File: src/rtl/pkt_wr_fsm.sv
// Packet write controller: streams a sop..eop packet into a 2**AWIDTH-word buffer and holds it for the reader.
// Optional macro SOP_RESTART_EN: a sop beat during WRITE restarts the packet instead of being plain data.
module pkt_wr_fsm #(
    parameter int AWIDTH = 4,
    parameter int DWIDTH = 8
) (
    input  logic              clk_i,
    input  logic              srst_i,
    input  logic [DWIDTH-1:0] data_i,
    input  logic              val_i,
    input  logic              sop_i,
    input  logic              eop_i,
    output logic              ready_o,
    input  logic              rd_done_i,
    output logic              wren_o,
    output logic [DWIDTH-1:0] wrdata_o,
    output logic              fsm_clr_o,
    output logic              pkt_rdy_o,
    output logic [AWIDTH:0]   pkt_len_o,
    output logic              err_o
);

`ifdef SOP_RESTART_EN
    localparam bit RESTART_EN = 1'b1;
`else
    localparam bit RESTART_EN = 1'b0;
`endif

    localparam logic [AWIDTH:0] FULL = {1'b1, {AWIDTH{1'b0}}};
    localparam logic [AWIDTH:0] ONE  = {{AWIDTH{1'b0}}, 1'b1};

    typedef enum logic [1:0] {IDLE, WRITE, HOLD, DROP} state_t;

    state_t            state, state_nxt;
    logic [AWIDTH:0]   cnt, cnt_nxt;
    logic              wren_nxt, clr_nxt, err_nxt, rdy_nxt;
    logic [DWIDTH-1:0] wrdata_nxt;
    logic [AWIDTH:0]   len_nxt;
    logic              dly, dly_nxt;
    logic              stg_wren, stg_wren_nxt;
    logic [DWIDTH-1:0] stg_data, stg_data_nxt;
    logic              stg_last, stg_last_nxt;
    logic              accept;

    assign ready_o = !srst_i && (state != HOLD);
    assign accept  = val_i && ready_o;

    always_ff @(posedge clk_i or posedge srst_i) begin
        if (srst_i) begin
            state <= IDLE;
        end else begin
            state <= state_nxt;
        end
    end

    always_ff @(posedge clk_i or posedge srst_i) begin
        if (srst_i) begin
            cnt       <= '0;
            wren_o    <= 1'b0;
            wrdata_o  <= '0;
            fsm_clr_o <= 1'b0;
            err_o     <= 1'b0;
            pkt_rdy_o <= 1'b0;
            pkt_len_o <= '0;
            dly       <= 1'b0;
            stg_wren  <= 1'b0;
            stg_data  <= '0;
            stg_last  <= 1'b0;
        end else begin
            cnt       <= cnt_nxt;
            wren_o    <= wren_nxt;
            wrdata_o  <= wrdata_nxt;
            fsm_clr_o <= clr_nxt;
            err_o     <= err_nxt;
            pkt_rdy_o <= rdy_nxt;
            pkt_len_o <= len_nxt;
            dly       <= dly_nxt;
            stg_wren  <= stg_wren_nxt;
            stg_data  <= stg_data_nxt;
            stg_last  <= stg_last_nxt;
        end
    end

    always_comb begin
        state_nxt    = state;
        cnt_nxt      = cnt;
        wren_nxt     = 1'b0;
        wrdata_nxt   = wrdata_o;
        clr_nxt      = 1'b0;
        err_nxt      = 1'b0;
        rdy_nxt      = pkt_rdy_o;
        len_nxt      = pkt_len_o;
        dly_nxt      = dly;
        stg_wren_nxt = 1'b0;
        stg_data_nxt = stg_data;
        stg_last_nxt = 1'b0;

        // After a restart every write runs one stage late; the last staged word raises pkt_rdy_o with it.
        if (stg_wren) begin
            wren_nxt   = 1'b1;
            wrdata_nxt = stg_data;
            if (stg_last) begin
                rdy_nxt = 1'b1;
                len_nxt = cnt;
                dly_nxt = 1'b0;
            end
        end

        case (state)
            IDLE: begin
                if (accept && sop_i) begin
                    cnt_nxt    = ONE;
                    wren_nxt   = 1'b1;
                    wrdata_nxt = data_i;
                    if (eop_i) begin
                        state_nxt = HOLD;
                        rdy_nxt   = 1'b1;
                        len_nxt   = ONE;
                    end else begin
                        state_nxt = WRITE;
                    end
                end
            end
            WRITE: begin
                if (accept) begin
                    // A clear makes any staged word of the old packet moot, so it is cancelled.
                    if (RESTART_EN && sop_i) begin
                        clr_nxt      = 1'b1;
                        wren_nxt     = 1'b0;
                        cnt_nxt      = ONE;
                        dly_nxt      = 1'b1;
                        stg_wren_nxt = 1'b1;
                        stg_data_nxt = data_i;
                        stg_last_nxt = eop_i;
                        if (eop_i) begin
                            state_nxt = HOLD;
                        end
                    end else if (cnt == FULL) begin
                        clr_nxt   = 1'b1;
                        err_nxt   = 1'b1;
                        wren_nxt  = 1'b0;
                        dly_nxt   = 1'b0;
                        cnt_nxt   = '0;
                        state_nxt = eop_i ? IDLE : DROP;
                    end else begin
                        cnt_nxt = cnt + ONE;
                        if (dly) begin
                            stg_wren_nxt = 1'b1;
                            stg_data_nxt = data_i;
                            stg_last_nxt = eop_i;
                        end else begin
                            wren_nxt   = 1'b1;
                            wrdata_nxt = data_i;
                            if (eop_i) begin
                                rdy_nxt = 1'b1;
                                len_nxt = cnt + ONE;
                            end
                        end
                        if (eop_i) begin
                            state_nxt = HOLD;
                        end
                    end
                end
            end
            HOLD: begin
                if (rd_done_i && pkt_rdy_o) begin
                    clr_nxt   = 1'b1;
                    rdy_nxt   = 1'b0;
                    len_nxt   = '0;
                    cnt_nxt   = '0;
                    state_nxt = IDLE;
                end
            end
            DROP: begin
                if (accept && eop_i) begin
                    state_nxt = IDLE;
                end
            end
            default: state_nxt = IDLE;
        endcase
    end

endmodule

File: config.mk
export PLATFORM = sky130hd
export DESIGN_NAME = pkt_wr_fsm
export DESIGN_NICKNAME = d
export VERILOG_FILES = /design/src/rtl/pkt_wr_fsm.sv
export SDC_FILE = /design/constraint.sdc
export NUM_CORES = 1
export LEC_CHECK = 0
export ABC_AREA = 1
export CORE_ASPECT_RATIO = 0.7
export CORE_MARGIN = 8
export CORE_UTILIZATION = 60
export CTS_BUF_LIST = sky130_fd_sc_hd__clkbuf_8
export CTS_CLUSTER_DIAMETER = 30
export DETAILED_ROUTE_END_ITERATION = 7
export PLACE_DENSITY = 0.88
export SYNTH_ARGS = -nofsm -noshare
export SYNTH_HDL_FRONTEND = slang
export SYNTH_SLANG_ARGS = --single-unit
File: constraint.sdc
create_clock -name clk_i -period 3.9 [get_ports clk_i]
set_clock_uncertainty 0.05 [all_clocks]
set_input_delay 0.585 -clock clk_i [delete_from_list [all_inputs] [get_ports clk_i]]
set_output_delay 0.585 -clock clk_i [all_outputs]
set_load 0.02 [all_outputs]
== Word-level counts from Yosys, hierarchy flattened ==
Cells that the tools add are included.

* Bitwise logic cells: 1
* Equality and inequality tests: 10
* Reductions and logical operators: 11
* Add/sub/neg operators: 1
* Mux-type cells: 63

{| class="wikitable"
|+ Operator list
! kind !! count
|-
| $mux W5 || 13
|-
| $mux W8 || 5
|-
| $mux W1 || 30
|-
| $pmux W5 S3 || 2
|-
| $mux W2 || 8
|-
| $pmux W8 S2 || 1
|-
| $ne A2 B2 Y1 const B || 5
|-
| $pmux W2 S4 || 1
|-
| $reduce_and A4 Y1 || 2
|-
| $add A5 B1 Y5 const B || 1
|-
| $eq A5 B5 Y1 const B || 1
|-
| $logic_and A1 B1 Y1 || 5
|-
| $reduce_and A5 Y1 || 1
|-
| $eq A2 B2 Y1 const B || 2
|-
| $pmux W1 S2 || 2
|-
| $ne A3 B3 Y1 const B || 1
|-
| $pmux W1 S3 || 1
|-
| $reduce_bool A3 Y1 || 1
|-
| $eq A2 B1 Y1 const B || 1
|-
| $logic_not A2 Y1 || 1
|-
| $logic_not A1 Y1 || 1
|-
| $not A1 Y1 || 1
|}

* Flip-flop bits (word level): 35
* Logic and storage cells: 98
* Bits of input ports: 14
* Output and inout bits: 18

== Longest topological paths before layout ==
* Depth in word-level cells: 7
* Depth in mapped cells: 10
* Depth with buffers taken out: 10

== Worst setup path before layout ==
OpenSTA, ideal clock, no wires.

* Path type: register to register
* From: register state[0]
* To: register cnt[3]
* Path slack: 2170 ps
* Arrival time: 1562 ps
* Clock period less this slack: 1730 ps
* Buffers on the path: 0
* Library setup time: 118 ps
* Cell stages (with the launch flop): 11
* Cells stage by stage: dfrtp_1 inv_1 ha_1 nor2_4 nand3_2 nand2_2 nand2_2 nor2_4 inv_2 nand2_1 nand2_1

* Longest elaborated chain between the ends: 6

{| class="wikitable"
|+ RTL lines
! item !! RTL line !! text
|-
| from (decl) || 34 || <nowiki>state_t state, state_nxt;</nowiki>
|-
| from (signal assigned) || 52 || <nowiki>state <= state_nxt;</nowiki>
|-
| $ne A2 B2 Y1 * || 45 || <nowiki>assign ready_o = !srst_i && (state != HOLD);</nowiki>
|-
| $logic_and A1 B1 Y1 * || 45 ||
|-
| via ready_o || 13 || <nowiki>output logic ready_o,</nowiki>
|-
| $logic_and A1 B1 Y1 * || 46 || <nowiki>assign accept = val_i && ready_o;</nowiki>
|-
| $logic_and A1 B1 Y1 || 111 || <nowiki>if (accept && sop_i) begin</nowiki>
|-
| $ne A2 B2 Y1 (no source line) || n/a ||
|-
| $reduce_and A4 Y1 (no source line) * || n/a ||
|-
| to (signal assigned) || 70 || <nowiki>cnt <= cnt_nxt;</nowiki>
|-
| to (decl) || 35 || <nowiki>logic [AWIDTH:0] cnt, cnt_nxt;</nowiki>
|}

Mark *: on every way through the listed nets, which the timed path passes. The rest lies on a longest branch.
A chain may end at the register's enable or synchronous reset.

== Worst setup path after layout ==
* From: register state[0]
* To: output ready_o

* Longest elaborated chain between the ends: 2

{| class="wikitable"
|+ RTL lines
! item !! RTL line
|-
| $ne A2 B2 Y1 || 45
|-
| $logic_and A1 B1 Y1 || 45
|-
| to (decl) || 13
|}

Every way passes these cells.

==> impl_metrics.json <==
{
  "drt_wl_total_um": 4660,
  "io_pins": 32,
  "slew_headroom_pct": 65.9,
  "seq_power_share_pct": 36.1,
  "cp_slowest_stage_delay_ns": 0.64,
  "p_int_mw": 0.850,
  "first_global_vias": 1731,
  "synth_area_um2": 2040,
  "cts_sinks": 35,
  "fin_tns_setup_ns": 0,
  "synth.net_count": 288,
  "grt_use_met2_pct": 28.0,
  "wire_per_inst_um": 13.5,
  "switching_power_mw": 0.623,
  "grt_pass1_wl_um": 7780,
  "met3_usage_pct": 6.67,
  "holdWs_ns": 0.421,
  "vdd.ir_drop.worst_v": 0.000418,
  "drc": 0,
  "hold_violations": 0,
  "cts_root_buf": "clkbuf_8",
  "drt_iter0_drc": 157,
  "outcome": "completed",
  "ys.flop_type": "dfrtp_1",
  "cts_tree": "yes",
  "grt_start_max_net_pins": 36,
  "power.share.clock_pct": 17.9,
  "drtPass1Iterations": 5,
  "die_h_um": 64.8,
  "critical_path.top_delay_family": "buffers and inverters",
  "combPwrFrac_pct": 46.0,
  "synth_cells": 267,
  "fin_crit_sh_pct": 66.0,
  "path_max_fanout": 6,
  "via_count": 1832,
  "synthToLayoutAreaGrowth_pct": 20.4,
  "power_mw": 1.47,
  "synth_seq_area_share_pct": 42.8,
  "required_ns": 3.26,
  "grt.total_usage_pct": 17.5,
  "die_w_um": 85.8,
  "cts-buffers-inserted": 5,
  "maxCapViolations": 0,
  "final_core_utilization_pct": 76.6,
  "rsz0062_at_grt": "no",
  "cp-start-kind": "register",
  "period_minus_slack_ns": 2.57,
  "yosysWarnings": 0,
  "cp.arrival_ns": 1.94,
  "num_rows": 17,
  "worst_slew_pin_slew_ns": 0.509,
  "antenna_found_initial": 0,
  "vias_per_cell": 5.29,
  "die-area_um2": 5560,
  "clkTransAtPathRegs_ns": 0.08,
  "core_area_um2": 3210,
  "grt-busiest-layer": "met2",
  "cts_setup_buffers": 0,
  "postCtsHoldBufs": 0,
  "r2r_slack_ns": 1.86,
  "design_area_um2": 2460,
  "grt-ovfl-total": 0,
  "async_flop_share_pct": 100,
  "place_hpwl_um": 3500,
  "insertion_delay_ns": 0.30,
  "final_nets": 319,
  "layout-drive-gt1-share_pct": 9.70,
  "hold_path.class": "reg2reg",
  "crit_path_end_kind": "output port",
  "slowest_stage": "clkdlybuf4s50_1",
  "initial_core_util_pct": 63.7,
  "place_congestion": 0.893,
  "power.density_nw_per_um2": 599,
  "path_buf_inv": 2,
  "met1_usage_pct": 21.3,
  "htreeDepth": 2,
  "p_leak_nw": 1.30,
  "ctsResizeCount": 0,
  "p_sw_share_pct": 42.3,
  "synth_enable_flop_cells": 0,
  "port_buffers": 31,
  "crit_chain": "inv_1, ha_1, nor2_4, clkdlybuf4s50_1",
  "synth-seq-cells": 35,
  "criticalPathCategory": "reg2out",
  "detail-route-antenna-nets": 0,
  "synth_cell_types": 29,
  "slew_violations": 0,
  "cts_buffer_depth": 2,
  "place_area_um2": 2370,
  "diodes": 0,
  "finalSetupViolations": 0,
  "avgSynthCellArea_um2": 7.66,
  "max_freq_ghz": 0.388
}
cells in the final DEF, fill, tap and decap left out, drive strengths merged:
master	instances
nand2	102
dfrtp	35
inv	32
clkdlybuf4s50	31
nor2	21
nand3	20
o21ai	13
a21oi	8
nand4	7
ha	7
clkbuf	5
mux2	4
nand3b	3
o22ai	2
clkinvlp	2
nor3	2
clkinv	2
xor2	1
a21boi	1
buf	1
final timing paths:
check                            startpoint     endpoint  cells after the start
min in group asynchronous            srst_i  wrdata_o[5]                      3
max in group asynchronous            srst_i       cnt[1]                      3
worst min-delay path            stg_data[2]  stg_data[2]                      2
worst min register to register  stg_data[2]  stg_data[2]                      2
worst max-delay path               state[0]      ready_o                      4
worst max register to register     state[0]  stg_data[0]                      8
synthesized netlist by cell type, drive strengths merged, types with 3 or more instances:
library cell	instances	area, um2
nor2	21	93.8
dfrtp	35	876
nand3b	3	22.5
inv	32	120
nand3	20	123
ha	7	87.6
mux2	4	45.0
o21ai	13	80.1
nand2	102	410
buf	6	41.3
nand4	7	43.8
a21oi	8	40.0
per-layer routing:
metal,part of all wire [%],vias to the layer above
met2,45,71
met4,0.99,0
met5,0,-
li1,-,906
met1,46,849
met3,8.3,6
state kept, by name (all words and copies together) (netlist names):
| name | flops |
|---|---|
| wren_o | 1 |
| state | 2 |
| stg_last | 1 |
| pkt_len_o | 5 |
| cnt | 5 |
| wrdata_o | 8 |
| fsm_clr_o | 1 |
| err_o | 1 |
| pkt_rdy_o | 1 |
| stg_data | 8 |
| dly | 1 |
| stg_wren | 1 |
power by group through the flow:
| stage | Combinational [mW] | Clock (mW) | Sequential [mW] |
|---|---|---|---|
| 6_report | 0.678 | 0.264 | 0.531 |
| 5_1_grt | 0.750 | 0.283 | 0.543 |
| 4_1_cts | 0.680 | 0.267 | 0.531 |
| 3_5_place_dp | 0.675 | 0 | 0.537 |
| 3_3_place_gp | 0.660 | 0 | 0.535 |
| 2_1_floorplan | 0.420 | 0 | 0.578 |
worst reg2reg max path, cell delays in order, from the launching register on:
cell and delay, ns:
dfrtp_1 0.42, inv_1 0.09, ha_1 0.27, nor2_4 0.22, nand2_4 0.09, nor3_4 0.46, inv_1 0.19, nand2_1 0.10
nand2_1 0.05
cell families (layout without fill, tap and decap cells):
family	after synthesis	after routing	share of synthesized area [%]
AO/OA/AOI/OAI	24	24	6.85
multiplexers	4	4	2.20
adder cells (fa/ha/maj)	7	7	4.28
flip-flops	35	35	42.8
buffers and inverters	41	73	8.44
XOR/XNOR	1	1	0.428
AND/OR/NAND/NOR	155	155	34.9
stage by stage:
step / setup slack (ns) / std cells
after detailed placement: 1.38 / 338
after floorplan: 2.17 / 267
final: 1.33 / 346
after global routing: 1.24 / 346
after CTS: 1.32 / 346
after global placement: 1.39 / 338
cell type report:
class / count / area [um2]
clock inverters: 3 / 20.0
well taps: 47 / 58.8
fillers: 234 / 751
repair buffers: 32 / 318
multi-input cells: 191 / 996
clock buffers: 5 / 68.8
flip-flops and latches: 35 / 876
inverters: 33 / 124
No activity file was read; power rests on OpenSTA's default activity.
